File: config.mk
export PLATFORM = sky130hd
export DESIGN_NAME = motion_update_broadcaster_flat
export DESIGN_NICKNAME = d
export VERILOG_FILES = /design/src/rtl/motion_update_broadcaster_pkg.sv /design/src/rtl/motion_update_broadcaster_if.sv /design/src/rtl/motion_update_broadcaster_cell_sweep_counter.sv /design/src/rtl/motion_update_broadcaster.sv /design/src/flat_wrapper.sv
export SDC_FILE = /design/constraint.sdc
export NUM_CORES = 1
export LEC_CHECK = 0
export ABC_CLOCK_PERIOD_IN_PS = 6700
export BUFFER_PORTS_ARGS = -buffer_cell sky130_fd_sc_hd__buf_2
export CAP_MARGIN = 25
export CORE_AREA = 5 5 117 119
export CTS_CLUSTER_DIAMETER = 120
export DETAILED_ROUTE_END_ITERATION = 10
export DIE_AREA = 0 0 122 124
export PLACE_DENSITY_LB_ADDON = 0.15
export SETUP_SLACK_MARGIN = 0.4
export SLEW_MARGIN = 25
export SYNTH_ARGS = -nofsm -noshare
export SYNTH_HDL_FRONTEND = slang
export SYNTH_SLANG_ARGS = --single-unit
File: constraint.sdc
create_clock -name clk -period 6.7 [get_ports clk]
set_input_delay 1.34 -clock clk [delete_from_list [all_inputs] [get_ports clk]]
set_output_delay 1.34 -clock clk [all_outputs]
set_load 0.01 [all_outputs]
File: src/rtl/motion_update_broadcaster_pkg.sv
// Shared definitions for the motion-update broadcast transmitter:
// FSM encoding, source timing constants and cell-ID packing.
package motion_update_broadcaster_pkg;

  typedef enum logic [2:0] {
    S_IDLE,
    S_RD_NUM,
    S_WAIT_NUM,
    S_LATCH_NUM,
    S_STREAM,
    S_DRAIN,
    S_COOLDOWN
  } state_e;

  localparam int RD_LATENCY   = 2;
  localparam int COOLDOWN_LEN = 3;
  localparam int CID_MAX_W    = 16;

  // Packs {x, y, z} with each coordinate w bits wide, x in the top field.
  function automatic logic [3*CID_MAX_W-1:0] pack_cell(
    input logic [CID_MAX_W-1:0] x,
    input logic [CID_MAX_W-1:0] y,
    input logic [CID_MAX_W-1:0] z,
    input int unsigned          w
  );
    logic [3*CID_MAX_W-1:0] px, py, pz;
    px = {{(2*CID_MAX_W){1'b0}}, x};
    py = {{(2*CID_MAX_W){1'b0}}, y};
    pz = {{(2*CID_MAX_W){1'b0}}, z};
    return (px << (2*w)) | (py << w) | pz;
  endfunction

endpackage

File: src/rtl/motion_update_broadcaster_if.sv
// Source-read and broadcast bus of the motion-update transmitter.
interface motion_update_broadcaster_if #(
  parameter int DATA_WIDTH    = 32,
  parameter int ADDR_WIDTH    = 8,
  parameter int CELL_ID_WIDTH = 4
);
  logic                       start;
  logic [3*CELL_ID_WIDTH-1:0] rd_cell;
  logic [ADDR_WIDTH-1:0]      rd_address;
  logic                       rd_en;
  logic [3*DATA_WIDTH-1:0]    rd_data;
  logic [3*CELL_ID_WIDTH-1:0] rd_dst_cell;
  logic                       motion_update_enable;
  logic [3*DATA_WIDTH-1:0]    out_data;
  logic [3*CELL_ID_WIDTH-1:0] out_dst_cell;
  logic                       out_valid;
  logic                       busy;
  logic                       done;

  modport master (
    input  start, rd_data, rd_dst_cell,
    output rd_cell, rd_address, rd_en, motion_update_enable,
           out_data, out_dst_cell, out_valid, busy, done
  );

  modport slave (
    output start, rd_data, rd_dst_cell,
    input  rd_cell, rd_address, rd_en, motion_update_enable,
           out_data, out_dst_cell, out_valid, busy, done
  );
endinterface

File: src/rtl/motion_update_broadcaster_cell_sweep_counter.sv
// 3-D cell counter, z fastest then y then x, each running 1..DIM and
// wrapping back to (1,1,1) after the last cell.
module cell_sweep_counter #(
  parameter int CELL_ID_WIDTH = 4,
  parameter int X_DIM         = 4,
  parameter int Y_DIM         = 4,
  parameter int Z_DIM         = 4
) (
  input  logic                     clk,
  input  logic                     rst,
  input  logic                     advance,
  output logic [CELL_ID_WIDTH-1:0] x,
  output logic [CELL_ID_WIDTH-1:0] y,
  output logic [CELL_ID_WIDTH-1:0] z,
  output logic                     last
);
  localparam logic [CELL_ID_WIDTH-1:0] ONE = CELL_ID_WIDTH'(1);

  logic [CELL_ID_WIDTH-1:0] x_q, x_d, y_q, y_d, z_q, z_d;
  logic x_last, y_last, z_last;

  assign x_last = (x_q == CELL_ID_WIDTH'(X_DIM));
  assign y_last = (y_q == CELL_ID_WIDTH'(Y_DIM));
  assign z_last = (z_q == CELL_ID_WIDTH'(Z_DIM));

  always_comb begin
    x_d = x_q;
    y_d = y_q;
    z_d = z_q;
    if (advance) begin
      if (!z_last) begin
        z_d = z_q + ONE;
      end else begin
        z_d = ONE;
        if (!y_last) begin
          y_d = y_q + ONE;
        end else begin
          y_d = ONE;
          x_d = x_last ? ONE : x_q + ONE;
        end
      end
    end
  end

  always_ff @(posedge clk or posedge rst) begin
    if (rst) begin
      x_q <= ONE;
      y_q <= ONE;
      z_q <= ONE;
    end else begin
      x_q <= x_d;
      y_q <= y_d;
      z_q <= z_d;
    end
  end

  assign x    = x_q;
  assign y    = y_q;
  assign z    = z_q;
  assign last = x_last && y_last && z_last;
endmodule

File: src/rtl/motion_update_broadcaster.sv
// Sweeps every cell, reads its count and records from the result buffer and
// broadcasts each record with its destination cell to the per-cell caches.
module motion_update_broadcaster
  import motion_update_broadcaster_pkg::*;
#(
  parameter int DATA_WIDTH    = 32,
  parameter int ADDR_WIDTH    = 8,
  parameter int CELL_ID_WIDTH = 4,
  parameter int X_DIM         = 4,
  parameter int Y_DIM         = 4,
  parameter int Z_DIM         = 4
) (
  input logic                       clk,
  input logic                       rst,
  motion_update_broadcaster_if.master bus
);
  localparam int CELL_W    = 3*CELL_ID_WIDTH;
  localparam int VEC_W     = 3*DATA_WIDTH;
  localparam int DRAIN_LEN = RD_LATENCY + 1;

  state_e                  state_q, state_d;
  logic [ADDR_WIDTH-1:0]   n_q, n_d, addr_q, addr_d;
  logic [1:0]              cnt_q, cnt_d;
  logic [RD_LATENCY:1]     vld_pipe_q, vld_pipe_d;
  logic                    out_valid_q, out_valid_d;
  logic [VEC_W-1:0]        out_data_q, out_data_d;
  logic [CELL_W-1:0]       out_dst_q, out_dst_d;

  logic                    rd_en, rd_tag, cell_adv, cell_last, mu_en, done;
  logic [ADDR_WIDTH-1:0]   rd_addr, n_sat;
  logic [CELL_ID_WIDTH-1:0] cx, cy, cz;
  logic [CELL_W-1:0]       cur_cell;
  logic                    pipe_empty;

  cell_sweep_counter #(
    .CELL_ID_WIDTH(CELL_ID_WIDTH), .X_DIM(X_DIM), .Y_DIM(Y_DIM), .Z_DIM(Z_DIM)
  ) u_cells (
    .clk(clk), .rst(rst), .advance(cell_adv),
    .x(cx), .y(cy), .z(cz), .last(cell_last)
  );

  assign cur_cell = CELL_W'(pack_cell(CID_MAX_W'(cx), CID_MAX_W'(cy),
                                      CID_MAX_W'(cz), CELL_ID_WIDTH));

  // Counts that do not fit in the address space clamp to the last address.
  assign n_sat = (|bus.rd_data[DATA_WIDTH-1:ADDR_WIDTH]) ? '1
                                                         : bus.rd_data[ADDR_WIDTH-1:0];
  assign pipe_empty = (vld_pipe_q == '0) && !out_valid_q;
  assign rd_tag     = (state_q == S_STREAM);

  always_comb begin
    state_d  = state_q;
    n_d      = n_q;
    addr_d   = addr_q;
    cnt_d    = cnt_q;
    cell_adv = 1'b0;
    rd_en    = 1'b0;
    rd_addr  = '0;
    mu_en    = 1'b0;
    done     = 1'b0;
    unique case (state_q)
      S_IDLE: if (bus.start) state_d = S_RD_NUM;
      S_RD_NUM: begin
        rd_en   = 1'b1;
        mu_en   = 1'b1;
        state_d = S_WAIT_NUM;
      end
      S_WAIT_NUM: begin
        mu_en   = 1'b1;
        state_d = S_LATCH_NUM;
      end
      S_LATCH_NUM: begin
        mu_en  = 1'b1;
        n_d    = n_sat;
        addr_d = ADDR_WIDTH'(1);
        cnt_d  = '0;
        if (n_sat == '0) begin
          cell_adv = 1'b1;
          state_d  = cell_last ? S_DRAIN : S_RD_NUM;
        end else begin
          state_d = S_STREAM;
        end
      end
      S_STREAM: begin
        mu_en   = 1'b1;
        rd_en   = 1'b1;
        rd_addr = addr_q;
        addr_d  = addr_q + 1'b1;
        if (addr_q == n_q) begin
          cell_adv = 1'b1;
          state_d  = cell_last ? S_DRAIN : S_RD_NUM;
        end
      end
      // Enable is held for the read latency plus the output register so the
      // last in-flight record is still covered; the exit cycle has it low.
      S_DRAIN: begin
        if (cnt_q != 2'(DRAIN_LEN)) begin
          mu_en = 1'b1;
          cnt_d = cnt_q + 1'b1;
        end else if (pipe_empty) begin
          done    = 1'b1;
          cnt_d   = '0;
          state_d = S_COOLDOWN;
        end
      end
      S_COOLDOWN: begin
        cnt_d = cnt_q + 1'b1;
        if (cnt_q == 2'(COOLDOWN_LEN-1)) state_d = S_IDLE;
      end
      default: state_d = S_IDLE;
    endcase
  end

  always_comb begin
    vld_pipe_d  = {vld_pipe_q[RD_LATENCY-1:1], rd_tag};
    out_valid_d = vld_pipe_q[RD_LATENCY];
    out_data_d  = out_valid_d ? bus.rd_data     : '0;
    out_dst_d   = out_valid_d ? bus.rd_dst_cell : '0;
  end

  always_ff @(posedge clk or posedge rst) begin
    if (rst) begin
      state_q     <= S_IDLE;
      n_q         <= '0;
      addr_q      <= '0;
      cnt_q       <= '0;
      vld_pipe_q  <= '0;
      out_valid_q <= 1'b0;
      out_data_q  <= '0;
      out_dst_q   <= '0;
    end else begin
      state_q     <= state_d;
      n_q         <= n_d;
      addr_q      <= addr_d;
      cnt_q       <= cnt_d;
      vld_pipe_q  <= vld_pipe_d;
      out_valid_q <= out_valid_d;
      out_data_q  <= out_data_d;
      out_dst_q   <= out_dst_d;
    end
  end

  assign bus.rd_en                = rd_en;
  assign bus.rd_address           = rd_addr;
  assign bus.rd_cell              = rd_en ? cur_cell : '0;
  assign bus.motion_update_enable = mu_en;
  assign bus.done                 = done;
  assign bus.busy                 = (state_q != S_IDLE);
  assign bus.out_valid            = out_valid_q;
  assign bus.out_data             = out_data_q;
  assign bus.out_dst_cell         = out_dst_q;
endmodule

File: src/flat_wrapper.sv
// flat-port wrapper written by rule: the top's interface ports become plain ports
module motion_update_broadcaster_flat import motion_update_broadcaster_pkg::*;
#(
  parameter int DATA_WIDTH    = 32,
  parameter int ADDR_WIDTH    = 8,
  parameter int CELL_ID_WIDTH = 4,
  parameter int X_DIM         = 4,
  parameter int Y_DIM         = 4,
  parameter int Z_DIM         = 4
)
  (clk, rst, bus_start, bus_rd_data, bus_rd_dst_cell, bus_rd_cell, bus_rd_address, bus_rd_en, bus_motion_update_enable, bus_out_data, bus_out_dst_cell, bus_out_valid, bus_busy, bus_done);
  motion_update_broadcaster_if #(.DATA_WIDTH(DATA_WIDTH), .ADDR_WIDTH(ADDR_WIDTH), .CELL_ID_WIDTH(CELL_ID_WIDTH)) bus_i ();
  input logic clk;
  input logic rst;
  input wire logic [$bits(bus_i.start)-1:0] bus_start;
  input wire logic [$bits(bus_i.rd_data)-1:0] bus_rd_data;
  input wire logic [$bits(bus_i.rd_dst_cell)-1:0] bus_rd_dst_cell;
  output wire logic [$bits(bus_i.rd_cell)-1:0] bus_rd_cell;
  output wire logic [$bits(bus_i.rd_address)-1:0] bus_rd_address;
  output wire logic [$bits(bus_i.rd_en)-1:0] bus_rd_en;
  output wire logic [$bits(bus_i.motion_update_enable)-1:0] bus_motion_update_enable;
  output wire logic [$bits(bus_i.out_data)-1:0] bus_out_data;
  output wire logic [$bits(bus_i.out_dst_cell)-1:0] bus_out_dst_cell;
  output wire logic [$bits(bus_i.out_valid)-1:0] bus_out_valid;
  output wire logic [$bits(bus_i.busy)-1:0] bus_busy;
  output wire logic [$bits(bus_i.done)-1:0] bus_done;
  assign bus_i.start = bus_start;
  assign bus_i.rd_data = bus_rd_data;
  assign bus_i.rd_dst_cell = bus_rd_dst_cell;
  assign bus_rd_cell = bus_i.rd_cell;
  assign bus_rd_address = bus_i.rd_address;
  assign bus_rd_en = bus_i.rd_en;
  assign bus_motion_update_enable = bus_i.motion_update_enable;
  assign bus_out_data = bus_i.out_data;
  assign bus_out_dst_cell = bus_i.out_dst_cell;
  assign bus_out_valid = bus_i.out_valid;
  assign bus_busy = bus_i.busy;
  assign bus_done = bus_i.done;
  motion_update_broadcaster #(.DATA_WIDTH(DATA_WIDTH), .ADDR_WIDTH(ADDR_WIDTH), .CELL_ID_WIDTH(CELL_ID_WIDTH), .X_DIM(X_DIM), .Y_DIM(Y_DIM), .Z_DIM(Z_DIM)) u_core (.clk(clk), .rst(rst), .bus(bus_i));
endmodule
; Yosys cells after proc, flatten, opt, wreduce, memory -nomap -nowiden
; Cells that the tools add are included.
[totals]
regBits = 144
out_inout_bits = 133
input_bits = 111
[classes]
bitwise = 2
n_mux = 29
reduce_logical = 17
n_eq_ne = 18
n_addsub = 5
[op_table]
columns = operator, n
row1 = 96-bit two-way mux, 1
row2 = 12-bit two-way mux, 2
row3 = 24-bit OR reduction, 1
row4 = 3-bit two-way mux, 7
row5 = 3-bit one-hot mux with 7 select lines, 1
row6 = 8-bit two-way mux, 2
row7 = 8-bit one-hot mux with 2 select lines, 1
row8 = "4-bit by 1-bit adder with 4-bit output, second input constant", 3
row9 = "4-bit by 3-bit == test with 1-bit output, second input constant", 3
row10 = 4-bit two-way mux, 3
row11 = 12-bit by 4-bit bitwise OR with 12-bit output, 1
row12 = 12-bit by 8-bit bitwise OR with 12-bit output, 1
row13 = "3-bit == test, second input constant", 3
row14 = "8-bit by 1-bit adder with 8-bit output, second input constant", 1
row15 = 8-bit == test, 1
row16 = 8-bit logical NOT, 1
row17 = "2-bit inequality test, second input constant", 4
row18 = 1-bit two-way mux, 7
row19 = "3-bit by 2-bit == test with 1-bit output, second input constant", 2
row20 = 2-bit one-hot mux with 3 select lines, 1
row21 = 3-bit nonzero test, 2
row22 = 5-bit AND reduction, 1
row23 = 2-bit two-way mux, 2
row24 = "2-bit by 1-bit inequality test with 1-bit output, second input constant", 2
row25 = other kinds (14), 18

; Depth between registers and ports, before layout
[logic_depth]
word_depth = 6
ltp_mapped = 8

; Cells and area by module
; Synthesis repeated with hierarchy kept, for this count alone.
[hier_totals]
cells_unflattened = 480
area_unflattened_um2 = 5661.7
[by_module_without_submodules]
columns = mod, cells_each, area_each_um2, instances
row1 = motion_update_broadcaster, 410, 4964.8, 1
row2 = cell_sweep_counter, 70, 696.9, 1

; Worst setup path after synthesis
; OpenSTA, ideal clock, no wires.
[synth_path]
kind = register to output
from = register u_core.state_q[0]
to = output bus_rd_cell[11]
path_stages_with_launch = 5
arrival_ps = 1438
required_ps = 5360
setup_slack_ps = 3922
path_cell_list = dfrtp_1 buf_2 xnor2_1 nor2_1 and2_1
[synth_via]
elab_chain_cells = 4
elab_cells_between_ends = 5
cone_classes = eq/ne (2) / mux (2) / reduce/logical (1)
[synth_rtl]
columns = element, line_no
row1 = "start, declared", motion_update_broadcaster.sv:21  ; state_e state_q, state_d;
row2 = "start signal, assigned", motion_update_broadcaster.sv:132  ; state_q <= state_d;
row3 = 3-bit by 1-bit == test with 1-bit output / 3-bit == test (equally long branches), motion_update_broadcaster.sv:61  ; unique case (state_q)
row4 = 2-bit OR reduction (no source line) *, n/a
row5 = 1-bit two-way mux *, motion_update_broadcaster.sv:61
row6 = named net bus_rd_en, flat_wrapper.sv:20  ; output wire logic [$bits(bus_i.rd_en)-1:0] bus_rd_en;
row7 = 12-bit two-way mux *, motion_update_broadcaster.sv:145  ; assign bus.rd_cell = rd_en ? cur_cell : '0;
row8 = "end, declared", flat_wrapper.sv:18  ; output wire logic [$bits(bus_i.rd_cell)-1:0] bus_rd_cell;
; The timed path passes the listed nets; every way through them passes the cells marked *.

; Worst setup path in the final report
[layout_path]
from = register u_core.state_q[1]
to = output bus_rd_address[0]
[layout_via]
elab_chain_cells = 2
[layout_rtl]
columns = element, line_no
row1 = 3-bit == test, motion_update_broadcaster.sv:61
row2 = 8-bit two-way mux, motion_update_broadcaster.sv:61
row3 = "end, declared", flat_wrapper.sv:19  ; output wire logic [$bits(bus_i.rd_address)-1:0] bus_rd_address;
; Every way passes these cells.

==> impl_metrics.env <==
export IMPL_status="completed"
export IMPL_final_max_slew_viol_count=0
export IMPL_finalWirelength_um=15100
export IMPL_drc=0
export IMPL_r2r_start="u_core.state_q[1]"
export IMPL_p_per_area_nw_per_um2=365
export IMPL_hp_start="u_core.vld_pipe_q[1]"
export IMPL_fin_crit_sh_pct=54.4
export IMPL_rsz0062_at_grt="no"
export IMPL_fin_crit_ns=3.65
export IMPL_io_buffers=243
export IMPL_core_rowCount=41
export IMPL_slew_limit_headroom_pct=44.4
export IMPL_num_fill_cells=1050
export IMPL_dp_hpwl_um=11100
export IMPL_tightest_slew_ns=0.835
export IMPL_syn2layout_area_growth_pct=34.3
export IMPL_worstSetupStartpointType="register"
export IMPL_fin_tns_setup_ns=0
export IMPL_fin_nets=853
export IMPL_fmax_mhz=274
export IMPL_start_util_pct=46.9
export IMPL_async_reset_ff_share_pct=100
export IMPL_htreeDepth=4
export IMPL_dr_pass1_iters=4
export IMPL_critPathArrivalTime_ns=2.31
export IMPL_r2r_cells=6
export IMPL_cellLeakagePower_nw=4.29
export IMPL_grt_use_total_pct=20.2
export IMPL_skew_ns=0.00527
export IMPL_ys_seq_area_share_pct=61.6
export IMPL_ys_ff_latch=144
export IMPL_die_area_um2=15100
export IMPL_vias_per_cell=4.76
export IMPL_first_global_vias=4472
export IMPL_fin_util_pct=63.0
export IMPL_synth_nets=612
export IMPL_layout_drive_gt1_share_pct=40.9
export IMPL_grt_start_max_net_pins=111
export IMPL_grt_ovfl_total=0
export IMPL_ys_flop_type="dfrtp_1"
export IMPL_die_y_um=124
export IMPL_hold_ws_ns=0.450
export IMPL_cp_end_kind="output port"
export IMPL_drtIter0Drc=306
export IMPL_syn_cell_area_um2=5850
export IMPL_vdd_ir_drop_worst_v=0.000178
export IMPL_ctsLongestPathBuffers=2
export IMPL_drv_cap=0
export IMPL_final_area_um2=7860
export IMPL_grt_pass1_wl_um=23200
export IMPL_syn_inst=492
export IMPL_min_delay_path_depth=0
export IMPL_setup_viol=0
export IMPL_cts_reportedPaths_clkPinSlew_ns=0.06
export IMPL_clk_latency_ns=0.41
export IMPL_globalplace_congestion=0.788
export IMPL_synth_avg_cell_area_um2=11.9
export IMPL_placedCellCount=886
export IMPL_instances_no_fill=918
export IMPL_cts_tree="yes"
export IMPL_crit_type="register to output port"
export IMPL_antenna_found_initial=1
export IMPL_wl_per_cell_um=16.5
export IMPL_synth_edff_count=0
export IMPL_cts_setup_buffers=0
export IMPL_place_area_um2=7200
export IMPL_ys_warnings_count=0
export IMPL_antenna_left=0
export IMPL_coreArea_um2=12500
export IMPL_die_x_um=122
export IMPL_cts_inserted_buffers=17
export IMPL_synth_distinct_cells=56
export IMPL_timing_rr_end="u_core.u_cells.y[3]"
export IMPL_worstHoldPathType="register to register"
export IMPL_reg2reg_setup_slack_ns=4.27
export IMPL_ctsResizeCount=0
export IMPL_cp_startpoint="u_core.state_q[1]"
export IMPL_crit_fanout=26
export IMPL_cp_required_ns=5.36
export IMPL_cts_sinks=144
export IMPL_hold_viol_final=0
export IMPL_via_count=4369
export IMPL_io_pins=244
export IMPL_ctsHoldBuffers=0
export IMPL_hold_path_end="u_core.vld_pipe_q[2]"
export IMPL_root_buffer="clkbuf_16"
synth_stat cells, drive strengths merged (7+ instances only):
library cell / number / area [um2]
a21oi: 18 / 90.1
and2: 120 / 751
clkbuf: 18 / 67.6
dfrtp: 141 / 3530
ha: 9 / 113
inv: 13 / 48.8
mux2: 7 / 86.3
nand2: 14 / 55.1
nor2: 40 / 176
nor3: 16 / 80.1
nor4: 9 / 124
o21ai: 14 / 70.1
xnor2: 10 / 87.6
cell type report:
cell class | count | area (um2) | share of cell area [%]
antenna | 1 | 2.50 | 0.0318
clock buffer | 21 | 470 | 5.99
clock inverter | 10 | 183 | 2.32
inverter | 13 | 53.8 | 0.685
multi-input combinational | 312 | 2090 | 26.7
sequential | 144 | 3610 | 45.9
tap | 172 | 215 | 2.74
timing repair buffer | 245 | 1230 | 15.7
metrics by stage:
step | power (mW) | setup WS, ns
floorplan | 1.57 | 1.50
global placement | 1.85 | 3.56
detailed placement | 1.86 | 3.50
CTS | 2.91 | 3.05
global route | 3.03 | 2.90
finish | 2.87 | 3.05
worst max-delay path, cell delays in order (launching register included):
cell and delay [ns]:
dfrtp_1 0.84, nand3b_4 0.36, inv_1 0.28, and2_1 0.27
buf_2 0.13
state kept, by name (all words and copies together) (netlist names):
| signal | flops |
|---|---|
| u_core.bus.out_valid | 1 |
| u_core.state_q | 3 |
| u_core.n_q | 8 |
| u_core.vld_pipe_q | 2 |
| u_core.bus.out_data | 96 |
| u_core.u_cells.z | 4 |
| u_core.u_cells.x | 4 |
| u_core.addr_q | 8 |
| u_core.bus.out_dst_cell | 12 |
| u_core.cnt_q | 2 |
| u_core.u_cells.y | 4 |
layout by cell type, fill, tap and decap left out, drive strengths merged, types with 2 or more instances in the layout:
cell type / count
clkinv: 5
nand3: 5
clkbuf: 21
nand2b: 2
nand4: 5
bufinv: 5
and2: 120
nor2b: 2
a31oi: 3
mux2: 7
o21ai: 14
o2bb2ai: 2
and3: 4
dfstp: 3
mux2i: 2
xnor2: 10
nand2: 14
nor3: 16
buf: 245
ha: 9
a21oi: 18
nor2: 40
a32oi: 4
inv: 13
a22o: 2
or2: 2
o31ai: 2
a21o: 3
dfrtp: 141
nand3b: 5
nor4: 9
metal layers:
layer  track usage, %  wire length [um]
met1             23.6              5770
met2             35.4              8040
met3             5.72              1080
met4             7.56               224
met5                0                 0
cells by family after synthesis:
group / share of synthesized area (%)
AOI/OAI and AO/OA: 6.69
buffers and inverters: 2.57
xor gates and xnor gates: 1.50
DFF: 61.6
adders and majority gates: 1.92
muxes: 1.82
and+or+nand+nor: 23.9
how the worst max path moves through the flow:
| stage | endpoint | slack (ns) | depth (start not counted) |
|---|---|---|---|
| after global routing | bus_rd_address[0] | 2.90 | 4 |
| after floorplan | u_core.addr_q[0] | 1.50 | 1 |
| after CTS | bus_rd_address[0] | 3.05 | 4 |
| after global placement | bus_rd_address[0] | 3.56 | 4 |
| after detailed placement | bus_rd_address[0] | 3.50 | 4 |
| final | bus_rd_address[0] | 3.05 | 4 |
power breakdown:
group	internal (mW)	switching, mW
Combinational	0.289	0.411
Clock	0.688	0.345
Sequential	1.03	0.102
(Power assumes the default switching activity.)
